`config.mk`:
```
export PLATFORM = sky130hd
export DESIGN_NAME = mem_arbiter
export DESIGN_NICKNAME = d
export VERILOG_FILES = /design/src/rtl/mem_arbiter_pkg.sv /design/src/rtl/mem_arb_pick.sv /design/src/rtl/mem_arbiter.sv
export SDC_FILE = /design/constraint.sdc
export NUM_CORES = 1
export LEC_CHECK = 0
export ABC_AREA = 1
export CAP_MARGIN = 10
export CORE_MARGIN = 2
export CORE_UTILIZATION = 41
export DETAILED_ROUTE_END_ITERATION = 10
export PLACE_DENSITY = 0.88
export SLEW_MARGIN = 0
export SYNTH_ARGS = -nofsm -noshare
export SYNTH_HDL_FRONTEND = slang
export SYNTH_SLANG_ARGS = --single-unit
```
`constraint.sdc`:
```
create_clock -name i_clk -period 2.05 [get_ports i_clk]
set_clock_uncertainty 0.05 [all_clocks]
set_input_delay 0.41 -clock i_clk [delete_from_list [all_inputs] [get_ports i_clk]]
set_output_delay 0.41 -clock i_clk [all_outputs]
set_load 0.01 [all_outputs]
```
`src/rtl/mem_arbiter_pkg.sv`:
```
// Shared encodings for the core-memory arbiter: sequencer states,
// owner codes and the bit positions of the per-requester vectors.
package mem_arbiter_pkg;

    typedef enum logic [1:0] {
        StIdle = 2'd0,
        StMem  = 2'd1,
        StDone = 2'd2
    } state_t;

    typedef enum logic [1:0] {
        OwnNone = 2'd0,
        OwnCpu  = 2'd1,
        OwnPnl  = 2'd2,
        OwnBrk  = 2'd3
    } owner_t;

    // Bit positions inside eligibility / winner / ack vectors
    localparam int unsigned WinCpu = 0;
    localparam int unsigned WinPnl = 1;
    localparam int unsigned WinBrk = 2;

endpackage

```
`src/rtl/mem_arb_pick.sv`:
```
// Combinational winner selector: CPU lock, then CPU anti-starvation,
// then fixed priority brk > pnl > cpu. Output is one-hot or zero.
module mem_arb_pick
    import mem_arbiter_pkg::*;
#(
    parameter int unsigned MAX_BRK = 4,
    parameter int unsigned RUN_W   = 3
) (
    input  logic [2:0]       i_elig,
    input  logic [1:0]       i_owner,
    input  logic             i_cpu_req,
    input  logic             i_cpu_lock,
    input  logic [RUN_W-1:0] i_brk_run,
    output logic [2:0]       o_win
);

    localparam logic [RUN_W-1:0] RUN_MAX = RUN_W'(MAX_BRK);

    logic w_lock;

    // A locked CPU keeps the memory across its own ack cycle, so the
    // write half of a read-modify-write cannot be overtaken.
    assign w_lock = (i_owner == OwnCpu) && i_cpu_lock && i_cpu_req;

    // Pick at most one winner
    always_comb begin
        o_win = '0;
        if (w_lock) begin
            o_win[WinCpu] = i_elig[WinCpu];
        end else if ((i_brk_run == RUN_MAX) && i_elig[WinCpu]) begin
            o_win[WinCpu] = 1'b1;
        end else if (i_elig[WinBrk]) begin
            o_win[WinBrk] = 1'b1;
        end else if (i_elig[WinPnl]) begin
            o_win[WinPnl] = 1'b1;
        end else if (i_elig[WinCpu]) begin
            o_win[WinCpu] = 1'b1;
        end
    end

endmodule

```
`src/rtl/mem_arbiter.sv`:
```
// Core-memory arbiter: serves CPU, front panel and data-break requests
// one at a time through IDLE -> MEM -> DONE against a synchronous RAM.
module mem_arbiter
    import mem_arbiter_pkg::*;
#(
    parameter int unsigned ADDR_W  = 15,
    parameter int unsigned DATA_W  = 12,
    parameter int unsigned MAX_BRK = 4
) (
    input  logic              i_clk,
    input  logic              i_reset,
    input  logic              i_cpu_halted,
    input  logic              i_cpu_req,
    input  logic              i_cpu_we,
    input  logic              i_cpu_lock,
    input  logic [ADDR_W-1:0] i_cpu_addr,
    input  logic [0:DATA_W-1] i_cpu_wdata,
    output logic              o_cpu_ack,
    input  logic              i_pnl_req,
    input  logic              i_pnl_we,
    input  logic [ADDR_W-1:0] i_pnl_addr,
    input  logic [0:DATA_W-1] i_pnl_wdata,
    output logic              o_pnl_ack,
    input  logic              i_brk_req,
    input  logic              i_brk_we,
    input  logic [ADDR_W-1:0] i_brk_addr,
    input  logic [0:DATA_W-1] i_brk_wdata,
    output logic              o_brk_ack,
    output logic [0:DATA_W-1] o_rdata,
    output logic [1:0]        o_owner,
    output logic [ADDR_W-1:0] o_mem_addr,
    output logic [0:DATA_W-1] o_mem_din,
    output logic              o_mem_we,
    input  logic [0:DATA_W-1] i_mem_dout
);

    localparam int unsigned      RUN_W   = $clog2(MAX_BRK + 1);
    localparam logic [RUN_W-1:0] RUN_MAX = RUN_W'(MAX_BRK);

    state_t            r_state, w_state_d;
    owner_t            r_owner, w_owner_d;
    logic [ADDR_W-1:0] r_mem_addr, w_addr_d;
    logic [0:DATA_W-1] r_mem_din, w_din_d;
    logic [0:DATA_W-1] r_rdata, w_rdata_d;
    logic              r_mem_we, w_we_d;
    logic              r_wr, w_wr_d;      // latched write flag, outlives the strobe
    logic [2:0]        r_ack, w_ack_d;
    logic [RUN_W-1:0]  r_brk_run, w_brk_run_d;
    logic [2:0]        w_elig;
    logic [2:0]        w_win;

    // A requester whose ack is showing is not re-served in that cycle
    assign w_elig = {i_brk_req & ~r_ack[WinBrk],
                     i_pnl_req & i_cpu_halted & ~r_ack[WinPnl],
                     i_cpu_req & ~r_ack[WinCpu]};

    mem_arb_pick #(
        .MAX_BRK (MAX_BRK),
        .RUN_W   (RUN_W)
    ) u_pick (
        .i_elig     (w_elig),
        .i_owner    (r_owner),
        .i_cpu_req  (i_cpu_req),
        .i_cpu_lock (i_cpu_lock),
        .i_brk_run  (r_brk_run),
        .o_win      (w_win)
    );

    // Next-state and datapath update for the access sequencer
    always_comb begin
        w_state_d   = r_state;
        w_owner_d   = r_owner;
        w_addr_d    = r_mem_addr;
        w_din_d     = r_mem_din;
        w_we_d      = r_mem_we;
        w_wr_d      = r_wr;
        w_rdata_d   = r_rdata;
        w_ack_d     = '0;
        w_brk_run_d = r_brk_run;
        case (r_state)
            StIdle: begin
                if (!i_cpu_req) begin
                    w_brk_run_d = '0;
                end
                if (|w_win) begin
                    w_state_d = StMem;
                    unique case (1'b1)
                        w_win[WinBrk]: begin
                            w_owner_d = OwnBrk;
                            w_addr_d  = i_brk_addr;
                            w_din_d   = i_brk_wdata;
                            w_we_d    = i_brk_we;
                            w_wr_d    = i_brk_we;
                            if (i_cpu_req && (r_brk_run != RUN_MAX)) begin
                                w_brk_run_d = r_brk_run + RUN_W'(1);
                            end
                        end
                        w_win[WinPnl]: begin
                            w_owner_d = OwnPnl;
                            w_addr_d  = i_pnl_addr;
                            w_din_d   = i_pnl_wdata;
                            w_we_d    = i_pnl_we;
                            w_wr_d    = i_pnl_we;
                        end
                        w_win[WinCpu]: begin
                            w_owner_d   = OwnCpu;
                            w_addr_d    = i_cpu_addr;
                            w_din_d     = i_cpu_wdata;
                            w_we_d      = i_cpu_we;
                            w_wr_d      = i_cpu_we;
                            w_brk_run_d = '0;
                        end
                        default: ;
                    endcase
                end
            end
            StMem: begin
                w_we_d    = 1'b0;
                w_state_d = StDone;
            end
            StDone: begin
                if (!r_wr) begin
                    w_rdata_d = i_mem_dout;
                end
                case (r_owner)
                    OwnCpu:  w_ack_d[WinCpu] = 1'b1;
                    OwnPnl:  w_ack_d[WinPnl] = 1'b1;
                    OwnBrk:  w_ack_d[WinBrk] = 1'b1;
                    default: ;
                endcase
                w_state_d = StIdle;
            end
            default: w_state_d = StIdle;
        endcase
    end

    // State and datapath registers; reset aborts any access in flight
    always_ff @(posedge i_clk or negedge i_reset) begin
        if (!i_reset) begin
            r_state    <= StIdle;
            r_owner    <= OwnNone;
            r_mem_addr <= '0;
            r_mem_din  <= '0;
            r_mem_we   <= 1'b0;
            r_wr       <= 1'b0;
            r_rdata    <= '0;
            r_ack      <= '0;
            r_brk_run  <= '0;
        end else begin
            r_state    <= w_state_d;
            r_owner    <= w_owner_d;
            r_mem_addr <= w_addr_d;
            r_mem_din  <= w_din_d;
            r_mem_we   <= w_we_d;
            r_wr       <= w_wr_d;
            r_rdata    <= w_rdata_d;
            r_ack      <= w_ack_d;
            r_brk_run  <= w_brk_run_d;
        end
    end

    assign o_cpu_ack  = r_ack[WinCpu];
    assign o_pnl_ack  = r_ack[WinPnl];
    assign o_brk_ack  = r_ack[WinBrk];
    assign o_rdata    = r_rdata;
    assign o_owner    = r_owner;
    assign o_mem_addr = r_mem_addr;
    assign o_mem_din  = r_mem_din;
    assign o_mem_we   = r_mem_we;

endmodule

```
==> metrics.yaml <==
power:
  p_int_w: 0.00348
  power.leakage_nw: 2.49
  powerDensity_nw_per_um2: 1150
  finalPower_w: 0.00579
  clockPowerShare: 0.097
  power.share.sequential: 0.312
  combPwrFrac: 0.591
  p_sw_frac: 0.399
  irDropWorstVdd_mv: 0.686
  p_switching_w: 0.00231
synth:
  synth_compound_gate_area_share: 0.0167
  synth_top_family_by_area: "simple AND/OR/NAND/NOR gates"
  synth_area_per_cell_um2: 7.95
  yosys.area_share.simple: 0.417
  synthAdderAreaFrac: 0.00744
  synth_seq_cells: 51
  syn_area_um2: 3360
  synth-xor-area-share: 0.00260
  postSynthNetCount: 528
  seq_area_frac_synth: 0.379
  synthDistinctLibCells: 28
  netlist_instances: 423
  ys_warn_count: 0
  synth.area.mux_share: 0.0513
final_layout:
  mostFrequentLayoutCells: "165 x nand2_1, 146 x clkdlybuf4s50_1, 51 x dfrtp_1"
  antenna_cells: 0
  nNetsFinal: 675
  filler_cell_count: 698
  syn_to_final_growth_pct: 49.4
  drive_gt1_frac: 0.161
  multi_input_area_um2: 1670
  ff_latch_area_um2: 1280
  fin_cells: 676
  final_common_cell: "nand2_1"
clocking:
  htree_levels: 2
  cts_tree: "done"
  clkLatencyLatePin_ns: 0.30
  cts_setup_buffers: 0
  cts_made_buffers: 5
  root_buffer: "clkbuf_8"
  clk_pin_slew_ns: 0.09
  clkSinkCount: 51
  ctsResizeCount: 0
  clockBufferDepth: 2
  hold_buffers: 0
die:
  io_pins: 148
  dieWidth_um: 94.6
  dieArea_um2: 8940
  die_h_um: 94.6
  initial_utilization: 0.416
  rows: 33
  core_um2: 8090
sta:
  tightest_slew_ns: 0.691
  rsz0062_at_grt: "false"
  fmax_mhz: 521
  slew_headroom: 0.540
  slew_violations: 0
  min_period_ns: 1.92
  hold_viol: 0
  period_share: 0.936
  setup_violations: 0
  worst_slack_ns: 0.132
worst_setup_path:
  cp_num_buf_inv: 1
  path_cells: "clkdlybuf4s50_1"
  worstSetupPathType: "reg2out"
  cp_slowest_stage_delay_ns: 0.63
  critPathCaptureType: "primary output"
  arrival_ns: 1.46
  critPathSlowestCell: "clkdlybuf4s50_1"
  startpoint_type: "register"
  cp_top_family: "buffers and inverters"
  critical_path_required_ns: 1.59
  path_max_fanout: 6
global_route:
  grt_overflow: 0
  grt_usage: 0.233
  grt_start_max_net_pins: 29
  grt.busiest_layer: "met2"
  grt_pass1_wl_um: 16200
  grt_use_met1: 0.276
  antenna_found_initial: 0
  grt_pass1_vias: 3369
  met3_usage: 0.0670
  grt_use_met2: 0.410
routing:
  ant_nets: 0
  drtIter0Drc: 110
  drt-vias-per-instance: 5.06
  avgRoutedWirePerCell_um: 15.4
  drc: 0
  num_vias: 3421
  firstDrtPassIters: 4
  totalWireLength_um: 10400
placement:
  io_buffers: 147
  dp_hpwl_um: 7880
  dpl_worst_slack_ns: -0.0600
  placed_cells: 668
  place.gp.congestion: 0.835
job:
  max_cap_violations: 0
worst_hold_path:
  hp-class: "in2async"
run_status:
  status: "finished, final reports clean"
state kept, by name, summed over array words and instances, names as in the netlist:
register,flops
o_mem_din,12
r_ack,3
r_brk_run,3
o_mem_we,1
o_mem_addr,15
o_owner,2
r_state,2
r_wr,1
o_rdata,12
Yosys cell counts, drive strengths merged:
cell type	number	area (um2)
a21boi	1	18.8
buf	29	260
dfrtp	51	1280
ha	2	25.0
inv	43	161
mux2	12	173
nand2	169	659
nand3	68	450
nand3b	1	20.0
nand4	29	196
nor2	7	55.1
nor3	3	15.0
o211ai	1	12.5
o21ai	5	25.0
or2	1	6.26
xnor2	1	8.76
path summary, 6_finish.rpt:
| kind | from | depth (start not counted) | end | slack, ns |
|---|---|---|---|---|
| min | i_reset | 1 | o_mem_addr[1] | 0.07 |
| max in group asynchronous | i_reset | 2 | r_ack[1] | 1.30 |
| min reg2reg | r_state[1] | 1 | r_state[1] | 0.43 |
| min in group i_clk | r_state[1] | 1 | r_state[1] | 0.43 |
| max reg2reg | r_brk_run[0] | 10 | o_mem_we | 0.17 |
| max | o_owner[0] | 1 | o_owner[0] | 0.13 |
through the flow:
stage / cell area (um2) / hold slack (ns) / utilization / setup TNS (ns)
2_1_floorplan: 3360 / 0.0644 / - / 0
3_3_place_gp: 4940 / 0.395 / 0.611 / -0.0104
3_5_place_dp: 4940 / 0.414 / 0.611 / -0.325
4_1_cts: 5030 / 0.0762 / 0.621 / 0
5_1_grt: 5030 / 0.0966 / 0.621 / 0
6_report: 5030 / 0.0658 / 0.621 / 0
power by group through the flow:
| stage | Sequential [W] | Clock, W | Combinational [W] |
|---|---|---|---|
| 2_1_floorplan | 0.00197 | 0 | 0.00172 |
| 3_3_place_gp | 0.00181 | 0 | 0.00331 |
| 3_5_place_dp | 0.00181 | 0 | 0.00343 |
| 4_1_cts | 0.00181 | 0.000586 | 0.00344 |
| 5_1_grt | 0.00186 | 0.000628 | 0.00374 |
| 6_report | 0.00181 | 0.000564 | 0.00342 |
layer usage:
| layer | share of wire | vias to the layer above |
|---|---|---|
| met2 | 0.49 | 149 |
| met5 | 0 | - |
| li1 | - | 1647 |
| met1 | 0.41 | 1608 |
| met4 | 0.015 | 0 |
| met3 | 0.091 | 17 |
logic make-up after synthesis:
kind of cell,count (synthesis)
compound gates,7
xor+xnor,1
fa+ha+maj,2
buf+inv,72
flops,51
mux,12
simple gates,278
cell type report:
type,count,area share
clock buffers,6,0.0144
clock inverters,2,0.00249
inverters,43,0.0321
multi-input cells,300,0.331
flip-flops and latches,51,0.254
well taps,105,0.0261
repair buffers,169,0.340
(Power assumes the default switching activity.)
